<file path="src/rtl/dcache_pkg.sv">
// Shared types and helpers for the direct-mapped write-through data cache.
package dcache_pkg;

  typedef enum logic [1:0] {
    StIdle = 2'd0,
    StRd   = 2'd1,
    StWr   = 2'd2,
    StDone = 2'd3
  } state_e;

  localparam int unsigned AddrW = 32;
  localparam int unsigned DataW = 32;
  localparam int unsigned SelW  = 4;

  function automatic logic [DataW-1:0] merge_bytes(input logic [DataW-1:0] old_word,
                                                   input logic [DataW-1:0] new_word,
                                                   input logic [SelW-1:0]  sel);
    logic [DataW-1:0] res;
    res = old_word;
    for (int b = 0; b < SelW; b++) begin
      if (sel[b]) res[8*b +: 8] = new_word[8*b +: 8];
    end
    return res;
  endfunction

endpackage

</file>
<file path="src/rtl/dcache_line_store.sv">
// Valid/tag/data arrays for the cache: async read, sync fill or byte-merged write.
module dcache_line_store
  import dcache_pkg::*;
#(
  parameter int unsigned LINES = 16,
  parameter int unsigned IDXW  = 4,
  parameter int unsigned TAGW  = 26
) (
  input  logic             clk,
  input  logic             rst,
  input  logic [IDXW-1:0]  idx,
  output logic             valid,
  output logic [TAGW-1:0]  tag,
  output logic [DataW-1:0] data,
  input  logic             fill_en,
  input  logic [TAGW-1:0]  fill_tag,
  input  logic [DataW-1:0] fill_data,
  input  logic             wr_en,
  input  logic [SelW-1:0]  wr_sel,
  input  logic [DataW-1:0] wr_data
);

  logic [LINES-1:0] valid_q;
  logic [TAGW-1:0]  tag_q  [LINES];
  logic [DataW-1:0] data_q [LINES];

  assign valid = valid_q[idx];
  assign tag   = tag_q[idx];
  assign data  = data_q[idx];

  always_ff @(posedge clk) begin
    if (rst) begin
      valid_q <= '0;
    end else if (fill_en) begin
      valid_q[idx] <= 1'b1;
    end
  end

  // Tag/data carry no reset; a cleared valid bit makes their contents irrelevant.
  always_ff @(posedge clk) begin
    if (fill_en) begin
      tag_q[idx]  <= fill_tag;
      data_q[idx] <= fill_data;
    end else if (wr_en) begin
      data_q[idx] <= merge_bytes(data_q[idx], wr_data, wr_sel);
    end
  end

endmodule

</file>
<file path="src/rtl/dcache.sv">
// Direct-mapped, write-through, no-write-allocate data cache between cpu and data ram.
module dcache
  import dcache_pkg::*;
#(
  parameter int unsigned LINES = 16,
  parameter int unsigned IDXW  = 4,
  parameter int unsigned CNTW  = 16
) (
  input  logic             clk,
  input  logic             rst,
  input  logic             ce_i,
  input  logic             we_i,
  input  logic [AddrW-1:0] addr_i,
  input  logic [SelW-1:0]  sel_i,
  input  logic [DataW-1:0] data_i,
  output logic [DataW-1:0] data_o,
  output logic             stall_o,
  output logic             mem_ce_o,
  output logic             mem_we_o,
  output logic [AddrW-1:0] mem_addr_o,
  output logic [SelW-1:0]  mem_sel_o,
  output logic [DataW-1:0] mem_data_o,
  input  logic [DataW-1:0] mem_data_i,
  input  logic             mem_ack_i,
  output logic [CNTW-1:0]  hit_cnt_o,
  output logic [CNTW-1:0]  miss_cnt_o
);

  localparam int unsigned TagW = AddrW - IDXW - 2;

  state_e state_q, state_d;

  logic [IDXW-1:0]  idx;
  logic [TagW-1:0]  tag;
  logic             line_valid;
  logic [TagW-1:0]  line_tag;
  logic [DataW-1:0] line_data;
  logic             hit;
  logic             fill_en, wr_en, count_hit, count_miss;
  logic [CNTW-1:0]  hit_cnt_q, miss_cnt_q;
  logic             unused_addr_lsb;

  assign idx             = addr_i[IDXW+1:2];
  assign tag             = addr_i[AddrW-1:IDXW+2];
  assign hit             = line_valid & (line_tag == tag);
  assign unused_addr_lsb = ^addr_i[1:0];

  dcache_line_store #(
    .LINES(LINES),
    .IDXW (IDXW),
    .TAGW (TagW)
  ) u_line_store (
    .clk      (clk),
    .rst      (rst),
    .idx      (idx),
    .valid    (line_valid),
    .tag      (line_tag),
    .data     (line_data),
    .fill_en  (fill_en),
    .fill_tag (tag),
    .fill_data(mem_data_i),
    .wr_en    (wr_en),
    .wr_sel   (sel_i),
    .wr_data  (data_i)
  );

  assign data_o = (ce_i & ~we_i & hit) ? line_data : '0;

  always_comb begin
    state_d    = state_q;
    stall_o    = 1'b0;
    fill_en    = 1'b0;
    wr_en      = 1'b0;
    count_hit  = 1'b0;
    count_miss = 1'b0;
    unique case (state_q)
      StIdle: begin
        if (ce_i) begin
          if (we_i) begin
            stall_o = 1'b1;
            state_d = StWr;
          end else if (hit) begin
            count_hit = 1'b1;
          end else begin
            stall_o    = 1'b1;
            count_miss = 1'b1;
            state_d    = StRd;
          end
        end
      end
      StRd: begin
        stall_o = 1'b1;
        if (mem_ack_i) begin
          fill_en = 1'b1;
          state_d = StIdle;
        end
      end
      StWr: begin
        stall_o = 1'b1;
        if (mem_ack_i) begin
          wr_en   = hit;
          state_d = StDone;
        end
      end
      // One idle cycle so the cpu's still-held write is not reissued.
      StDone:  state_d = StIdle;
      default: state_d = StIdle;
    endcase
  end

  always_ff @(posedge clk) begin
    if (rst) begin
      state_q    <= StIdle;
      mem_ce_o   <= 1'b0;
      mem_we_o   <= 1'b0;
      mem_addr_o <= '0;
      mem_sel_o  <= '0;
      mem_data_o <= '0;
    end else begin
      state_q  <= state_d;
      mem_ce_o <= (state_d == StRd) | (state_d == StWr);
      mem_we_o <= (state_d == StWr);
      if (state_q == StIdle && state_d == StRd) begin
        mem_addr_o <= {addr_i[AddrW-1:2], 2'b00};
        mem_sel_o  <= '1;
        mem_data_o <= '0;
      end else if (state_q == StIdle && state_d == StWr) begin
        mem_addr_o <= {addr_i[AddrW-1:2], 2'b00};
        mem_sel_o  <= sel_i;
        mem_data_o <= data_i;
      end else if (state_d == StIdle || state_d == StDone) begin
        mem_addr_o <= '0;
        mem_sel_o  <= '0;
        mem_data_o <= '0;
      end
    end
  end

  always_ff @(posedge clk) begin
    if (rst) begin
      hit_cnt_q  <= '0;
      miss_cnt_q <= '0;
    end else begin
      if (count_hit && hit_cnt_q != '1) hit_cnt_q <= hit_cnt_q + CNTW'(1);
      if (count_miss && miss_cnt_q != '1) miss_cnt_q <= miss_cnt_q + CNTW'(1);
    end
  end

  assign hit_cnt_o  = hit_cnt_q;
  assign miss_cnt_o = miss_cnt_q;

endmodule
</file>
<file path="config.mk">
export PLATFORM = sky130hd
export DESIGN_NAME = dcache
export DESIGN_NICKNAME = d
export VERILOG_FILES = /design/src/rtl/dcache_pkg.sv /design/src/rtl/dcache_line_store.sv /design/src/rtl/dcache.sv
export SDC_FILE = /design/constraint.sdc
export NUM_CORES = 1
export LEC_CHECK = 0
export BUFFER_PORTS_ARGS = -buffer_cell sky130_fd_sc_hd__buf_2
export CORE_MARGIN = 2
export CORE_UTILIZATION = 65
export DETAILED_ROUTE_END_ITERATION = 10
export PLACE_DENSITY = 0.92
export SETUP_SLACK_MARGIN = 0.5
export SLEW_MARGIN = 20
export SYNTH_ARGS = -nofsm -noshare
export SYNTH_HDL_FRONTEND = slang
export SYNTH_HIERARCHICAL = 1
export SYNTH_SLANG_ARGS = --single-unit
</file>
<file path="constraint.sdc">
create_clock -name clk -period 9.2 [get_ports clk]
set_input_delay 0.92 -clock clk [delete_from_list [all_inputs] [get_ports clk]]
set_output_delay 0.92 -clock clk [all_outputs]
set_load 0.03 [all_outputs]
</file>
# After elaboration in Yosys (flattened, before gate mapping)
# Memories as Yosys holds them, arrays and structs flattened.
# Index checks and enable logic that the tools add are counted.
# op_classes
n_mux	52
add_sub_neg	2
n_bitwise	7
reduce_logical	12
magnitude_cmp	2
eq_ne	9
# ops
op	n
two-way mux 32 bit	7
two-way mux 8 bit	12
adder 16 x 1 -> 16 bit, second input constant	2
inequality test 16 bit, second input constant	2
equality test 26 bit	1
two-way mux 1 bit	21
bitwise OR 16 bit	1
two-way mux 4 bit	3
two-way mux 2 bit	5
equality test 2 bit, second input constant	4
one-hot mux 2 bit (4 select lines)	1
logical AND 1 bit	5
< comparator 4 x 5 -> 1 bit, second input constant	1
binary-select mux 1 bit (select 4 bit)	1
demux 1 bit (select 4 bit)	1
equality test 2 x 1 -> 1 bit, second input constant	2
>= comparator 4 x 1 -> 1 bit, second input constant	1
logical NOT 2 bit	2
OR reduction 2 bit	2
AND 1 bit	3
nonzero test 3 bit	1
bitwise OR 1 bit	2
one-hot mux 1 bit (2 select lines)	1
nonzero test 2 bit	1
other kinds (2)	2
# totals
n_memories	2
in_bits	105
out_inout_bits	135
wordCells	95
regBits	118
ram_bits	928
# memory_table
memory	words	word_bits	read_ports	rd_ports_with_merged_regs	wr	line	rtl
u_line_store.data_q	16	32	1	0	1	dcache_line_store.sv:25	logic [DataW-1:0] data_q [LINES];
u_line_store.tag_q	16	26	1	0	1	dcache_line_store.sv:24	logic [TAGW-1:0] tag_q [LINES];

# Depth between registers and ports, before layout
# logic_depth
ltp_word	12
mapped_depth	19
depth_no_buf	14

# By module
# Netlist, hierarchy kept.
# modules_own_cells
module	cells_each	seq_area_each_um2	area_per_inst_um2	n_inst
dcache_line_store	1674	28187.0	36427.4	1
dcache	621	2042.0	5103.6	1

# Least setup slack after synthesis
# OpenSTA, ideal clock, no wires.
# synth_path
path_kind	input -> register
from	in addr_i[3]
to	mem u_line_store.data_q[10][0] (enable)
arrival_ps	5660
slack_ps	3119
cell_stages	13
required_ps	8779
setup_time_ps	421
n_path_buf	3
cell_sequence	buf_4 -> clkbuf_1 -> clkbuf_1 -> mux4_2 -> mux4_2 -> xnor2_1 -> nand4_1 -> or4_4 -> or2_2 -> nor2_1 -> nor2_1 -> or3b_2 -> nor2_1
# synth_between
elab_chain_cells	9
word_cells_on_any_way	11
classes_between	eq/ne: 1; mux: 7; bitwise: 2; memory: 1
# synth_lines
element	line	rtl
start, declared	dcache.sv:13	input logic [AddrW-1:0] addr_i,
memory (16 x 26 bit)	n/a	
named net line_tag[19]	dcache.sv:36	logic [TagW-1:0] line_tag;
equality test 26 bit	dcache.sv:45	assign hit = line_valid & (line_tag == tag);
AND 1 bit	dcache.sv:45	
two-way mux 1 bit	dcache.sv:100	if (mem_ack_i) begin
two-way mux 1 bit	dcache.sv:76	unique case (state_q)
named net wr_en	dcache.sv:39	logic fill_en, wr_en, count_hit, count_miss;
two-way mux 1 bit	dcache_line_store.sv:44	end else if (wr_en) begin
two-way mux 1 bit	dcache_line_store.sv:41	if (fill_en) begin
two-way mux 1 bit (implied by the code)	dcache_line_store.sv:45	data_q[idx] <= merge_bytes(data_q[idx], wr_data, wr_sel);
bitwise OR 1 bit (no source line)	n/a	
end, declared	dcache_line_store.sv:25	
# The timed path passes the listed nets, and every way through them passes these cells. The select of a mux whose other input is x is not followed.

# Final worst setup path
# layout_path
from	in addr_i[2]
to	out data_o[30]
# layout_between
elab_chain_cells	5
word_cells_on_any_way	8
classes_between	eq/ne: 1; mux: 3; bitwise: 2; memory: 2
# layout_lines
element	line	rtl
memory (16 x 26 bit)	n/a	
named net line_tag[22]	dcache.sv:36	
equality test 26 bit	dcache.sv:45	
AND 1 bit	dcache.sv:45	
AND 1 bit	dcache.sv:67	assign data_o = (ce_i & ~we_i & hit) ? line_data : '0;
two-way mux 32 bit	dcache.sv:67	
end, declared	dcache.sv:16	output logic [DataW-1:0] data_o,
# The timed path passes the listed nets, and every way through them passes these cells. The select of a mux whose other input is x is not followed.

==> flow_results.xml <==
<?xml version="1.0" encoding="UTF-8"?>
<metrics>
  <group name="status">
    <metric name="outcome" unit="">finished, final reports clean</metric>
  </group>
  <group name="clocking">
    <metric name="cts_sinks" unit="">1046</metric>
    <metric name="post_cts_resize_count" unit="">0</metric>
    <metric name="cts_clock_pin_slew_for_the_worst_setup_and_hold_paths" unit="ns">0.06</metric>
    <metric name="clockBufferDepth" unit="">3</metric>
    <metric name="cts_max_level" unit="">3</metric>
    <metric name="ctsRootBufferMaster" unit="">sky130_fd_sc_hd__clkbuf_16</metric>
    <metric name="clkLatencyLatePin" unit="ns">0.67</metric>
    <metric name="cts_buffers" unit="">99</metric>
    <metric name="cts_tree" unit="">done</metric>
    <metric name="post-cts-setup-buffer-count" unit="">0</metric>
    <metric name="cts_hold_repair.buffers" unit="">0</metric>
  </group>
  <group name="sta">
    <metric name="final-setup-viol-count" unit="">0</metric>
    <metric name="fin_skew" unit="ns">0.0516</metric>
    <metric name="rsz0062_at_grt" unit="">no</metric>
    <metric name="worst_slew_pin_slew" unit="ns">1.08</metric>
    <metric name="period_share" unit="%">76.1</metric>
    <metric name="finalHoldViolCount" unit="">0</metric>
    <metric name="slew_violations" unit="">0</metric>
    <metric name="fin_worst_hold_slack" unit="ns">0.478</metric>
    <metric name="max_freq" unit="GHz">0.143</metric>
    <metric name="tns" unit="ns">0</metric>
    <metric name="period_needed" unit="ns">7.00</metric>
    <metric name="slew-limit-headroom" unit="%">27.9</metric>
  </group>
  <group name="critical_path">
    <metric name="crit_required" unit="ns">8.28</metric>
    <metric name="crit_fanout" unit="">77</metric>
    <metric name="worst_path_max_delay_cell" unit="">sky130_fd_sc_hd__buf_4</metric>
    <metric name="critPathTopFamily" unit="">buffers and inverters</metric>
    <metric name="end_kind" unit="">primary output</metric>
    <metric name="critical_path_arrival" unit="ns">6.08</metric>
    <metric name="critical-path-max-stage-delay" unit="ns">0.78</metric>
    <metric name="critical_path_class" unit="">input pin to primary output</metric>
    <metric name="timing.critical_path.cells" unit="">buf_8 &gt; buf_4 &gt; mux4_2 &gt; mux4_2 &gt; xor2_1 &gt; nor4_1 &gt; nand3_1 &gt; or2_2 &gt; nor3b_2 &gt; buf_4 &gt; and2_1 &gt; buf_2</metric>
    <metric name="start_kind" unit="">input pin</metric>
    <metric name="crit_buf_inv" unit="">4</metric>
  </group>
  <group name="global_routing">
    <metric name="gr_util_met2" unit="%">59.0</metric>
    <metric name="first_global_vias" unit="">26500</metric>
    <metric name="global_route.usage.met1" unit="%">43.5</metric>
    <metric name="maximum_number_of_pins_on_one_net_before_global_route_repair" unit="">109</metric>
    <metric name="grt_overflow" unit="">0</metric>
    <metric name="grt_first_pass_wirelength" unit="µm">173000</metric>
    <metric name="grtUsageTotal" unit="%">36.4</metric>
    <metric name="grt-busiest-layer" unit="">met2</metric>
    <metric name="met3_usage" unit="%">9.97</metric>
    <metric name="antenna_found_initial" unit="">6</metric>
  </group>
  <group name="synthesis">
    <metric name="synth_area_per_cell" unit="µm²">18.1</metric>
    <metric name="synthCells" unit="">2295</metric>
    <metric name="synth-seq-area-share" unit="%">72.8</metric>
    <metric name="yosysUniqueCellTypes" unit="">50</metric>
    <metric name="synth-seq-cells" unit="">1046</metric>
    <metric name="yosys_warnings" unit="">6</metric>
    <metric name="mappedNetlistArea" unit="mm²">0.0415</metric>
    <metric name="async_s_r_ff_share_synth" unit="%">0</metric>
    <metric name="number_of_synthesized_flops_with_an_enable_pin" unit="">928</metric>
    <metric name="ys_dominant_reg_cell" unit="">sky130_fd_sc_hd__edfxtp_1</metric>
  </group>
  <group name="die">
    <metric name="ioPinCount" unit="">240</metric>
    <metric name="core_area" unit="mm²">0.0631</metric>
    <metric name="cell_rows" unit="">92</metric>
    <metric name="floorplan.die.height" unit="µm">257</metric>
    <metric name="design.die.area" unit="mm²">0.0659</metric>
    <metric name="floorplan.die.width" unit="µm">257</metric>
    <metric name="starting_density_of_the_core" unit="%">65.8</metric>
  </group>
  <group name="final_layout">
    <metric name="post_route_cell_area" unit="mm²">0.0471</metric>
    <metric name="post_route_cells_drive_above_1_share" unit="%">30.3</metric>
    <metric name="final_net_count" unit="">2658</metric>
    <metric name="area_growth" unit="%">13.5</metric>
    <metric name="finalNonFillerCells" unit="">3480</metric>
  </group>
  <group name="power_and_ir_drop">
    <metric name="power-per-cell-area" unit="mW/mm²">220</metric>
    <metric name="power" unit="mW">10.4</metric>
    <metric name="leakagePower" unit="nW">15.5</metric>
    <metric name="vdd_ir_drop_max" unit="mV">0.203</metric>
  </group>
  <group name="place">
    <metric name="place_inst" unit="">3290</metric>
    <metric name="gpl.final_weighted_congestion" unit="">0.811</metric>
    <metric name="placed_cell_area" unit="mm²">0.0437</metric>
    <metric name="number_of_port_buffers" unit="">235</metric>
    <metric name="place_hpwl" unit="µm">62600</metric>
  </group>
  <group name="job">
    <metric name="cap_violations" unit="">0</metric>
  </group>
  <group name="drt">
    <metric name="route.detailed.wl_per_inst" unit="µm">34.5</metric>
    <metric name="detail_route.wirelength" unit="µm">120000</metric>
    <metric name="drc" unit="">0</metric>
    <metric name="routed_vias" unit="">25800</metric>
    <metric name="drt-initial-drc-count" unit="">4400</metric>
    <metric name="drt_pass_1_iters" unit="">8</metric>
    <metric name="ant_nets" unit="">0</metric>
    <metric name="route.detailed.vias_per_inst" unit="">7.41</metric>
  </group>
  <group name="worst_hold_path">
    <metric name="hp-class" unit="">register to register</metric>
  </group>
</metrics>
-- flip-flops by register name, summed over array words and instances, names as in the netlist --
name,count
mem_we_o,1
u_line_store/data_q,512
miss_cnt_o,16
mem_addr_o,30
mem_ce_o,1
u_line_store/tag_q,416
state_q,2
hit_cnt_o,16
u_line_store/valid_q,16
mem_data_o,32
mem_sel_o,4
-- cells by family (layout without fill, tap and decap cells) --
family | Yosys count | after routing | synth area share, %
AND/OR/NAND/NOR | 609 | 609 | 7.18
multiplexers | 278 | 278 | 14.7
other | 1 | 6 | 0.00903
AO/OA/AOI/OAI | 174 | 174 | 2.74
flip-flops | 1046 | 1046 | 72.8
buffers and inverters | 152 | 486 | 1.80
adder cells (fa/ha/maj) | 8 | 8 | 0.241
XOR/XNOR | 27 | 27 | 0.569
-- cell type report --
| type | instances | area (µm²) |
|---|---|---|
| Tap cell | 846 | 1060 |
| Sequential cell | 1046 | 30200 |
| Clock inverter | 42 | 398 |
| Multi-Input combinational cell | 1098 | 11000 |
| Timing Repair Buffer | 289 | 1620 |
| Fill cell | 3107 | 15900 |
| Antenna cell | 4 | 10.0 |
| Clock buffer | 144 | 2830 |
| Inverter | 11 | 41.3 |
-- metal layers --
metal  routed length (µm)  vias to the layer above
met1                36600                    12600
met2                58800                     2805
li1                     -                     9675
met5                   13                        -
met3                16100                      665
met4                 8430                        2
-- Yosys cell counts (all sizes together) (11+ instances only) --
cell,n,area (µm²)
xor2,11,96.3
mux4,263,5920
nor3b,35,263
mux2,15,169
nor4,11,68.8
nand4,42,263
a41o,33,330
and2,38,238
dfxtp,118,2360
xnor2,16,140
nor2,160,601
a31oi,32,200
nand3b,34,255
nand3,16,80.1
inv,11,41.3
nor2b,18,113
clkbuf,78,293
buf,63,414
a21oi,86,430
nand2,212,796
edfxtp,928,27900
-- cells in the final DEF (no fill, tap or decap), types with 42 or more instances in the layout --
cell / count
sky130_fd_sc_hd__nand4_1: 42
sky130_fd_sc_hd__buf_4: 54
sky130_fd_sc_hd__buf_2: 232
sky130_fd_sc_hd__a21oi_1: 86
sky130_fd_sc_hd__nand2_1: 211
sky130_fd_sc_hd__mux4_2: 263
sky130_fd_sc_hd__nor2_1: 127
sky130_fd_sc_hd__clkbuf_16: 102
sky130_fd_sc_hd__edfxtp_1: 928
sky130_fd_sc_hd__dfxtp_1: 118
-- worst paths after layout --
check | start | to | slack, ns | cells past startpoint
worst max-delay path | addr_i[2] | data_o[30] | 2.20 | 12
worst min-delay path | u_line_store/valid_q[12] | u_line_store/valid_q[12] | 0.48 | 2
worst max register to register | u_line_store/tag_q[11][25] | u_line_store/data_q[10][31] | 3.23 | 11
worst min register to register | u_line_store/valid_q[12] | u_line_store/valid_q[12] | 0.48 | 2
-- report_power, final --
part	total, mW	switching (mW)	leakage [nW]	internal [mW]
clock network	4.09	1.80	1.58	2.29
logic	0.997	0.691	4.66	0.306
registers	5.27	0.0393	9.30	5.23
total	10.4	2.53	15.5	7.83
-- tightest hold or removal path, cell delays in order, from the launching register on --
cell	delay (ns)
sky130_fd_sc_hd__dfxtp_1	0.33
sky130_fd_sc_hd__nor2_1	0.05
sky130_fd_sc_hd__nor2_1	0.07
-- stage by stage --
step | setup WS, ns | utilization, %
after floorplan | 3.12 | -
after CTS | 2.20 | 74.4
final | 2.20 | 74.7
after detailed placement | 1.80 | 69.3
after global placement | 1.98 | 69.3
after global routing | 1.92 | 74.7
(Power assumes the default switching activity.)
